$ cat config.mk
export PLATFORM = sky130hd
export DESIGN_NAME = mbb_seq_mul
export DESIGN_NICKNAME = d
export VERILOG_FILES = /design/src/rtl/mfu_pkg.sv /design/src/rtl/mbb_seq_mul_mbb.sv /design/src/rtl/mbb_seq_mul.sv
export SDC_FILE = /design/constraint.sdc
export NUM_CORES = 1
export LEC_CHECK = 0
export ABC_CLOCK_PERIOD_IN_PS = 5800
export BUFFER_PORTS_ARGS = -buffer_cell sky130_fd_sc_hd__buf_2
export CORE_AREA = 5 5 59 113
export DETAILED_ROUTE_END_ITERATION = 10
export DIE_AREA = 0 0 64 118
export GPL_TIMING_DRIVEN = 0
export PLACE_DENSITY = 0.71
export SLEW_MARGIN = 0
export SYNTH_ARGS = -nofsm -noshare
export SYNTH_HDL_FRONTEND = slang
export SYNTH_SLANG_ARGS = --single-unit
$ cat constraint.sdc
create_clock -name clk -period 5.8 [get_ports clk]
set_input_delay 0.58 -clock clk [delete_from_list [all_inputs] [get_ports clk]]
set_output_delay 0.58 -clock clk [all_outputs]
set_load 0.02 [all_outputs]
$ cat src/rtl/mfu_pkg.sv
// ---------------------------------------------------------------------------
// mfu_pkg
//
// Definitions shared by the multi-precision fusion unit (MFU) blocks:
//   - state_t   : sequencer FSM states (IDLE, RUN, DONE)
//   - DIGIT_W   : width of one mBB operand digit (2 bits)
//   - PP_W      : width of one mBB partial product (4 bits)
//   - SEL_A/B   : bit positions inside the mBB sel vector that mark the
//                 a / b digit as a two's-complement (signed) digit
//   - pp_fill() : fill bit used to widen an mBB partial product
// ---------------------------------------------------------------------------
package mfu_pkg;

    typedef enum logic [1:0] {
        IDLE = 2'd0,
        RUN  = 2'd1,
        DONE = 2'd2
    } state_t;

    localparam int DIGIT_W = 2;
    localparam int PP_W    = 2 * DIGIT_W;
    localparam int SEL_A   = 1;
    localparam int SEL_B   = 0;

    // A partial product is signed exactly when at least one of its digits
    // is signed. A signed partial product is widened with its top bit, and
    // an unsigned one is widened with zeros.
    function automatic logic pp_fill(input logic [PP_W-1:0] pp,
                                     input logic [1:0]      sel);
        return (sel != 2'b00) && pp[PP_W-1];
    endfunction

endpackage

$ cat src/rtl/mbb_seq_mul_mbb.sv
// ---------------------------------------------------------------------------
// mfu_mbb
//
// The 2-bit x 2-bit mBB building block of the MFU. It is purely
// combinational. Each digit is read as unsigned or as two's complement,
// depending on its sel bit. The 4-bit result is the exact product: every
// signed/unsigned digit combination fits in 4 bits. The result is
// two's complement whenever sel != 0.
//
// Ports:
//   en  in  1  enable. When low, p is forced to 0.
//   a   in  2  a digit
//   b   in  2  b digit
//   sel in  2  sel[SEL_A] = a digit signed, sel[SEL_B] = b digit signed
//   p   out 4  digit product
// ---------------------------------------------------------------------------
module mfu_mbb
    import mfu_pkg::*;
(
    input  logic               en,
    input  logic [DIGIT_W-1:0] a,
    input  logic [DIGIT_W-1:0] b,
    input  logic [1:0]         sel,
    output logic [PP_W-1:0]    p
);

    logic [PP_W-1:0] aExt;
    logic [PP_W-1:0] bExt;
    logic [PP_W-1:0] prod;

    // The product is exact modulo 16 once both digits are widened to 4 bits
    // with the correct signedness.
    assign aExt = {{(PP_W-DIGIT_W){sel[SEL_A] & a[DIGIT_W-1]}}, a};
    assign bExt = {{(PP_W-DIGIT_W){sel[SEL_B] & b[DIGIT_W-1]}}, b};
    assign prod = aExt * bExt;
    assign p    = en ? prod : '0;

endmodule

$ cat src/rtl/mbb_seq_mul.sv
// ---------------------------------------------------------------------------
// mbb_seq_mul
//
// Minimal-area WIDTH x WIDTH multiplier for the MFU. A single mBB block is
// time-multiplexed over all D*D digit pairs (D = WIDTH/2). Each shifted
// partial product is added into a 2*WIDTH-bit accumulator.
//
// Ports:
//   clk        in  1        clock, rising edge
//   nrst       in  1        synchronous active-low reset
//   in_valid   in  1        operand pair valid
//   in_ready   out 1        ready for operands (IDLE only)
//   a, b       in  WIDTH    multiplicand / multiplier
//   a_signed   in  1        a is two's complement
//   b_signed   in  1        b is two's complement
//   out_valid  out 1        result valid (DONE)
//   out_ready  in  1        consumer accepts result
//   p          out 2*WIDTH  product
//   busy       out 1        RUN or DONE
//
// Optional feature: define MBB_SEQ_ZSKIP_EN to enable zero-row skipping.
// With it, a row whose a digit is zero costs one idle cycle instead of D
// cycles. The result is identical.
// ---------------------------------------------------------------------------
module mbb_seq_mul
    import mfu_pkg::*;
#(
    parameter int WIDTH = 8
) (
    input  logic               clk,
    input  logic               nrst,
    input  logic               in_valid,
    output logic               in_ready,
    input  logic [WIDTH-1:0]   a,
    input  logic [WIDTH-1:0]   b,
    input  logic               a_signed,
    input  logic               b_signed,
    output logic               out_valid,
    input  logic               out_ready,
    output logic [2*WIDTH-1:0] p,
    output logic               busy
);

    localparam int D     = WIDTH / DIGIT_W;
    localparam int CNT_W = (D > 1) ? $clog2(D) : 1;
    localparam int ACC_W = 2 * WIDTH;
    localparam logic [CNT_W-1:0] LAST = CNT_W'(D - 1);

    state_t             state_q;
    logic [WIDTH-1:0]   a_q;
    logic [WIDTH-1:0]   b_q;
    logic               aSigned_q;
    logic               bSigned_q;
    logic [CNT_W-1:0]   i_q;
    logic [CNT_W-1:0]   j_q;
    logic [ACC_W-1:0]   acc_q;
    logic [ACC_W-1:0]   acc_d;
    logic               inReady_q;
    logic               outValid_q;
    logic               busy_q;

    logic               mbbEn;
    logic [DIGIT_W-1:0] digA;
    logic [DIGIT_W-1:0] digB;
    logic [1:0]         mbbSel;
    logic [PP_W-1:0]    mbbP;
    logic               rowDone;
    logic [CNT_W:0]     digitSum;
    logic [CNT_W+1:0]   shamt;
    logic [ACC_W-1:0]   ppExt;

    mfu_mbb u_mbb (
        .en  (mbbEn),
        .a   (digA),
        .b   (digB),
        .sel (mbbSel),
        .p   (mbbP)
    );

    // The mBB is only driven in RUN. In any other state all of its inputs are
    // zero. Only the top digit of a signed operand is itself signed.
    always_comb begin
        mbbEn   = 1'b0;
        digA    = '0;
        digB    = '0;
        mbbSel  = '0;
        rowDone = 1'b0;
        if (state_q == RUN) begin
            mbbEn         = 1'b1;
            digA          = a_q[{i_q, 1'b0} +: DIGIT_W];
            digB          = b_q[{j_q, 1'b0} +: DIGIT_W];
            mbbSel[SEL_A] = aSigned_q && (i_q == LAST);
            mbbSel[SEL_B] = bSigned_q && (j_q == LAST);
            rowDone       = (j_q == LAST);
`ifdef MBB_SEQ_ZSKIP_EN
            // A zero a digit contributes nothing to its whole row, so the row
            // is closed on its first cycle with the mBB disabled.
            if ((j_q == '0) && (digA == '0)) begin
                mbbEn   = 1'b0;
                rowDone = 1'b1;
            end
`endif
        end
    end

    // The weight of digit pair (i, j) is 4^(i+j), which is a left shift by
    // 2*(i+j). A disabled mBB yields p = 0, so a skipped row adds nothing.
    always_comb begin
        digitSum = {1'b0, i_q} + {1'b0, j_q};
        shamt    = {digitSum, 1'b0};
        ppExt    = {{(ACC_W-PP_W){pp_fill(mbbP, mbbSel)}}, mbbP};
        acc_d    = acc_q + (ppExt << shamt);
    end

    // Sequencer FSM. The handshake and status outputs are registered
    // alongside the state, so no input reaches them combinationally.
    always_ff @(posedge clk) begin
        if (!nrst) begin
            state_q    <= IDLE;
            a_q        <= '0;
            b_q        <= '0;
            aSigned_q  <= 1'b0;
            bSigned_q  <= 1'b0;
            i_q        <= '0;
            j_q        <= '0;
            acc_q      <= '0;
            inReady_q  <= 1'b1;
            outValid_q <= 1'b0;
            busy_q     <= 1'b0;
        end else begin
            case (state_q)
                IDLE: begin
                    if (in_valid) begin
                        a_q       <= a;
                        b_q       <= b;
                        aSigned_q <= a_signed;
                        bSigned_q <= b_signed;
                        i_q       <= '0;
                        j_q       <= '0;
                        acc_q     <= '0;
                        inReady_q <= 1'b0;
                        busy_q    <= 1'b1;
                        state_q   <= RUN;
                    end
                end
                RUN: begin
                    acc_q <= acc_d;
                    if (rowDone) begin
                        j_q <= '0;
                        if (i_q == LAST) begin
                            outValid_q <= 1'b1;
                            state_q    <= DONE;
                        end else begin
                            i_q <= i_q + 1'b1;
                        end
                    end else begin
                        j_q <= j_q + 1'b1;
                    end
                end
                DONE: begin
                    if (out_ready) begin
                        outValid_q <= 1'b0;
                        busy_q     <= 1'b0;
                        inReady_q  <= 1'b1;
                        state_q    <= IDLE;
                    end
                end
                default: begin
                    state_q    <= IDLE;
                    inReady_q  <= 1'b1;
                    outValid_q <= 1'b0;
                    busy_q     <= 1'b0;
                end
            endcase
        end
    end

    assign in_ready  = inReady_q;
    assign out_valid = outValid_q;
    assign busy      = busy_q;
    assign p         = acc_q;

endmodule

-- Yosys cells after proc, flatten, opt, wreduce, memory -nomap -nowiden
Cells that the tools add are included.
- add/sub/neg operators: 4
- reductions and logical operators: 12
- shifts and indexed selects: 3
- multiplexer cells: 28
- equality and inequality tests: 9
- multipliers: 1
- bitwise gates (word level): 4
- operator list (operator ; number):
    16-bit one-hot mux with 2 select lines ; 1
    2-bit two-way mux ; 11
    16-bit adder ; 1
    16-bit two-way mux ; 1
    8-bit by 4-bit indexed part select with 2-bit output ; 2
    16-bit by 4-bit left shift with 16-bit output ; 1
    4-bit AND reduction ; 3
    1-bit one-hot mux with 3 select lines ; 3
    1-bit two-way mux ; 8
    2-bit != test (second input constant) ; 4
    2-bit one-hot mux with 2 select lines ; 2
    2-bit == test (second input constant) ; 3
    2-bit one-hot mux with 3 select lines ; 1
    2-bit by 1-bit adder with 2-bit output (second input constant) ; 2
    3-bit by 3-bit multiplier with 4-bit output ; 1
    4-bit two-way mux ; 1
    2-bit AND reduction ; 2
    2-bit nonzero test ; 2
    2-bit by 2-bit adder with 3-bit output ; 1
    1-bit logical AND ; 3
    3-bit AND reduction ; 1
    1-bit bitwise AND ; 2
    2-bit by 1-bit == test with 1-bit output (second input constant) ; 1
    2-bit logical NOT ; 1
    other kinds (2) ; 3
- bits of input ports: 22
- register bits: 43
- word-level logic and storage cells: 72

-- Longest topological paths before layout
- word-level depth: 10
- mapped depth: 22
- gate-level depth less buffers: 21

-- By module
A second synthesis with hierarchy kept.
- cell total of the unflattened synthesis: 389
- area total of the unflattened synthesis: 3116.7 µm²
- by module, submodules not included (module ; cells each ; instances ; area an instance (µm²) ; sequential area each (µm²)):
    mbb_seq_mul ; 369 ; 1 ; 2947.8 ; 860.8
    mfu_mbb ; 20 ; 1 ; 168.9 ; 0.0

-- Worst setup path before layout
Ideal clock, no wire load.
- path type: register to register
- from: reg state_q[0]
- to: reg acc_q[15], in the netlist p[15]
- clock period less this slack: 4.835 ns
- cell stages (with the launch flop): 23
- arrival: 4.707 ns
- setup slack: 0.965 ns
- setup time: 0.127 ns
- path buffers: 1
- cells stage by stage: dfxtp_1 nor2b_1 clkbuf_1 and2_1 nand3_1 or2_2 fa_1 fa_1 xnor2_1 xnor2_2 nand3_1 nor2_2 a21oi_1 o31ai_1 ha_1 nor2_1 a21o_1 a21oi_1 a211oi_1 o31ai_1 nor2_1 mux2i_1 o21ai_1
- cells in the longest elaborated chain, start to end: 9
- elaborated cells between the ends (all ways): 18
- those cells by class: add/sub: 1; mul: 1; eq/ne: 2; shift: 1; mux: 6; bitwise: 2; reduce/logical: 5
- RTL lines (item ; line ; text):
    start, declared ; mbb_seq_mul.sv:49 ; state_t state_q;
    start signal, assigned ; mbb_seq_mul.sv:119 ; state_q <= IDLE;
    start signal, assigned ; mbb_seq_mul.sv:143 ; state_q <= RUN;
    start signal, assigned ; mbb_seq_mul.sv:152 ; state_q <= DONE;
    2-bit by 1-bit == test with 1-bit output ; mbb_seq_mul.sv:88, mbb_seq_mul.sv:131 ;
    2-bit two-way mux ; mbb_seq_mul.sv:88 ; if (state_q == RUN) begin
    1-bit bitwise AND (on tied branches) ; mbb_seq_mul_mbb.sv:33, mbb_seq_mul_mbb.sv:34 ;
    3-bit by 3-bit multiplier with 4-bit output ; mbb_seq_mul_mbb.sv:35 ; assign prod = aExt * bExt;
    4-bit two-way mux ; mbb_seq_mul_mbb.sv:36 ; assign p = en ? prod : '0;
    1-bit logical AND ; mfu_pkg.sv:30 ; return (sel != 2'b00) && pp[PP_W-1];
    16-bit by 4-bit left shift with 16-bit output ; mbb_seq_mul.sv:112 ; acc_d = acc_q + (ppExt << shamt);
    16-bit adder ; mbb_seq_mul.sv:112 ;
    16-bit one-hot mux with 2 select lines ; mbb_seq_mul.sv:131 ; case (state_q)
    end signal, assigned ; mbb_seq_mul.sv:126 ; acc_q <= '0;
    end signal, assigned ; mbb_seq_mul.sv:140 ; acc_q <= '0;
    end signal, assigned ; mbb_seq_mul.sv:147 ; acc_q <= acc_d;
    end, declared ; mbb_seq_mul.sv:56 ; logic [ACC_W-1:0] acc_q;
Parallel ways exist; a longest one is shown, timed or not.
A chain may end at the register's enable or synchronous reset.

-- Worst setup path after layout
Ends and elaborated chain as after synthesis.

==> out/qor.yml <==
cells_and_area:
  post_layout_nonfiller_instances: 482
  share_of_final_layout_standard_cells_stronger_than_drive_strength_1_pct: 15.2
  n_antenna_cell: 0
  nNetsFinal: 466
  flow.area_growth_from_synthesis_pct: 15.8
worst_setup_path:
  cp.buffers_inverters: 1
  startpoint_type: "flip-flop"
  path_max_fanout: 10
  critical_path_arrival_ns: 5.63
  setup.worst_path.class: "reg2reg"
  critical_path.endpoint_type: "flip-flop"
  critical-path-slowest-cell: "sky130_fd_sc_hd__fa_1"
  critPathTopFamily: "simple AND/OR/NAND/NOR gates"
  max_stage_delay_ns: 0.49
  cp_data_required_time_ns: 6.03
  worstPathCellList: "nor2b_4 -> buf_2 -> and2_1 -> nand3_1 -> or2_2 -> fa_1 -> fa_1 -> xnor2_1 -> xnor2_2 -> nand3_1 -> nor2_2 -> a21oi_1 -> o31ai_1 -> ha_1 -> nor2_1 -> a21o_1 -> a21oi_2 -> a211oi_2 -> o31ai_1 -> nor2b_1 -> mux2i_1 -> o21ai_1"
placement:
  buffer_ports.inserted: 40
  dpl.hpwl_mm: 6.29
  placed_cells: 473
  place_congestion: 0.903
global_routing:
  grt_start_max_net_pins: 15
  grt.overflow.total: 0
  via_count_of_the_first_global_routing_pass: 2879
  first_pass_grt_wire_length_mm: 13.4
  grt_use_total_pct: 22.0
  antenna_found_initial: 0
clocking:
  postCtsHoldBufs: 0
  htree_levels: 2
  clock_path_buffers: 2
  tritoncts.num_buffers: 5
  cts.clk_slew.worst_paths_ns: 0.07
  numClockSinks: 43
  cts_root_buf: "sky130_fd_sc_hd__clkbuf_16"
  clock_insertion_delay_at_the_later_pin_of_the_skew_report_ns: 0.29
  cts_tree: "yes"
logic_synthesis:
  yosysUniqueCellTypes: 50
  synth.yosys.warnings: 0
  synth_cell_area_um2: 2980
  synthArstFlopShare_pct: 0
  syn-instance-count: 372
  postSynth.topFlopCell: "sky130_fd_sc_hd__dfxtp_1"
  flip_flop_and_latch_count_after_synthesis: 43
  synth-edff-count: 0
  postSynthNetCount: 418
  synth_area_per_cell_um2: 8.02
  seq_total_area_yosys_pct: 28.8
sta:
  hold_viol_final: 0
  final.period_utilization_pct: 93.1
  maximum_clock_rate_mhz: 185
  min_period_ns: 5.40
  grt_setup_unrepaired: "no"
  slew_viol_final: 0
  finClkSkew_ns: 0.00732
  timing_worst_slew_pin_value_ns: 0.728
  timing.final.setup_violations: 0
  max_slew_margin_pct: 51.3
  final.setup.tns_ns: 0
floorplanning:
  io-pin-count: 41
  floorplan.initialDensity_pct: 52.3
  placement_rows: 39
  fp.dieH_um: 118
  die_w_um: 64
  fp.coreArea_um2: 5710
  die_area_um2: 7550
run:
  drv_cap: 0
status:
  outcome: "complete, no violations"
power:
  max-vdd-ir-drop_uv: 222
  cellLeakagePower_nw: 1.45
  cellPowerDensity_nw_per_um2: 206
drt:
  detail_route.first_pass.iterations: 5
  routed_length_per_placed_instance_um: 16.8
  vias_per_cell: 5.97
  antenna_left: 0
  drt-initial-drc-count: 144
  drc_errors: 0
  num_vias: 2877
  wirelength_mm: 8.09
hold_path:
  hp-class: "reg2reg"
[cell type report]
type / count / area (um2)
plain buffers: 20 / 76.3
flip-flops and latches: 43 / 861
clock buffers: 5 / 125
well taps: 61 / 76.3
repair buffers: 41 / 208
clock inverters: 3 / 43.8
inverters: 7 / 26.3
multi-input cells: 302 / 2040
fillers: 554 / 2250
[power by group]
part | switching [mW] | internal, mW | total, mW
Combinational | 0.0439 | 0.0275 | 0.0714
Sequential | 0.00888 | 0.305 | 0.314
Clock | 0.124 | 0.203 | 0.327
[worst min-delay path: stages, from the launching register on]
cell,delay (ns)
sky130_fd_sc_hd__dfxtp_1,0.31
sky130_fd_sc_hd__nand2_1,0.05
sky130_fd_sc_hd__a21boi_0,0.06
[routing by layer]
metal	routed length (um)	GRT usage, %	vias to the layer above
met3	428	3.44	37
li1	-	-	1420
met2	4570	42.3	98
met1	2680	21.2	1322
met4	399	10.8	0
met5	0	0	-
[placed cells by master (no fill, tap or decap), types with 4 or more instances in the layout]
master                      instances
sky130_fd_sc_hd__or3_1              4
sky130_fd_sc_hd__nor2_1            25
sky130_fd_sc_hd__a21boi_0          30
sky130_fd_sc_hd__clkbuf_16          5
sky130_fd_sc_hd__nor3_1             9
sky130_fd_sc_hd__a211oi_1           4
sky130_fd_sc_hd__and2_1             6
sky130_fd_sc_hd__xor2_1             4
sky130_fd_sc_hd__o21ai_0           15
sky130_fd_sc_hd__o211ai_1           4
sky130_fd_sc_hd__inv_1              7
sky130_fd_sc_hd__ha_1              20
sky130_fd_sc_hd__buf_2             41
sky130_fd_sc_hd__dfxtp_1           43
sky130_fd_sc_hd__a31oi_1            6
sky130_fd_sc_hd__nand2_1           63
sky130_fd_sc_hd__a21oi_1           18
sky130_fd_sc_hd__clkbuf_1          18
sky130_fd_sc_hd__nand3_1           22
sky130_fd_sc_hd__fa_1               4
sky130_fd_sc_hd__nor2b_1           10
sky130_fd_sc_hd__xnor2_1           11
[kinds of logic after synthesis]
logic type,synth area share [%]
buf+inv,3.40
flops,28.8
mux,5.03
xor+xnor,4.95
simple gates,23.9
fa+ha+maj,11.1
compound gates,22.9
[cells in the mapped netlist (2+ instances only)]
master | n | area [um2]
sky130_fd_sc_hd__and2_1 | 6 | 37.5
sky130_fd_sc_hd__inv_1 | 7 | 26.3
sky130_fd_sc_hd__ha_1 | 20 | 250
sky130_fd_sc_hd__nor2b_1 | 11 | 68.8
sky130_fd_sc_hd__nor3b_1 | 2 | 15.0
sky130_fd_sc_hd__nor2_1 | 25 | 93.8
sky130_fd_sc_hd__o21ai_0 | 15 | 75.1
sky130_fd_sc_hd__and3_1 | 3 | 18.8
sky130_fd_sc_hd__xnor2_1 | 11 | 96.3
sky130_fd_sc_hd__a21o_1 | 3 | 22.5
sky130_fd_sc_hd__fa_1 | 4 | 80.1
sky130_fd_sc_hd__clkbuf_1 | 19 | 71.3
sky130_fd_sc_hd__nand2_1 | 63 | 236
sky130_fd_sc_hd__nor3_1 | 9 | 45.0
sky130_fd_sc_hd__o31ai_1 | 2 | 15.0
sky130_fd_sc_hd__mux2i_1 | 3 | 30.0
sky130_fd_sc_hd__xor2_1 | 4 | 35.0
sky130_fd_sc_hd__a22oi_1 | 3 | 22.5
sky130_fd_sc_hd__a31oi_1 | 6 | 37.5
sky130_fd_sc_hd__dfxtp_1 | 43 | 861
sky130_fd_sc_hd__mux4_2 | 3 | 67.6
sky130_fd_sc_hd__a21oi_1 | 19 | 95.1
sky130_fd_sc_hd__o211ai_1 | 4 | 30.0
sky130_fd_sc_hd__mux4_1 | 2 | 52.6
sky130_fd_sc_hd__o21a_1 | 3 | 22.5
sky130_fd_sc_hd__a21boi_0 | 30 | 225
sky130_fd_sc_hd__nand3_1 | 22 | 110
sky130_fd_sc_hd__or3_1 | 4 | 25.0
sky130_fd_sc_hd__a211oi_1 | 5 | 37.5
[flip-flops by register name, summed over array words and instances (netlist names), 2 cells and up]
name     count
p           16
a_q          8
state_q      2
b_q          8
j_q          2
i_q          2
[repair_timing]
action | CTS | global route
buffers inserted | 0 | 1
pin swaps | 0 | 1
endpoints found under the setup margin | 2 | 6
resized for setup | 2 | 4
[worst paths after layout]
kind	cells past startpoint	slack [ns]	end	from
worst min-delay path	2	0.46	a_q[6]$_SDFFE_PN0P_	a_q[6]$_SDFFE_PN0P_
worst min register to register	2	0.46	a_q[6]$_SDFFE_PN0P_	a_q[6]$_SDFFE_PN0P_
worst max-delay path	22	0.40	p[15]$_SDFFE_PN0P_	state_q[0]$_SDFFE_PN0P_
worst max register to register	22	0.40	p[15]$_SDFFE_PN0P_	state_q[0]$_SDFFE_PN0P_
[through the flow]
stage          setup slack [ns]  area, um2  power [mW]  hold slack [ns]  utilization, %
2_1_floorplan             0.965       2980       0.363            0.440               -
3_3_place_gp             0.0202       3260       0.390            0.449            57.1
3_5_place_dp             -0.145       3260       0.391            0.456            57.1
4_1_cts                   0.101       3430       0.715            0.465            60.1
5_1_grt                  0.0339       3450       0.737            0.482            60.5
6_report                  0.399       3450       0.713            0.462            60.5
Power figures use the tool's default switching activity.
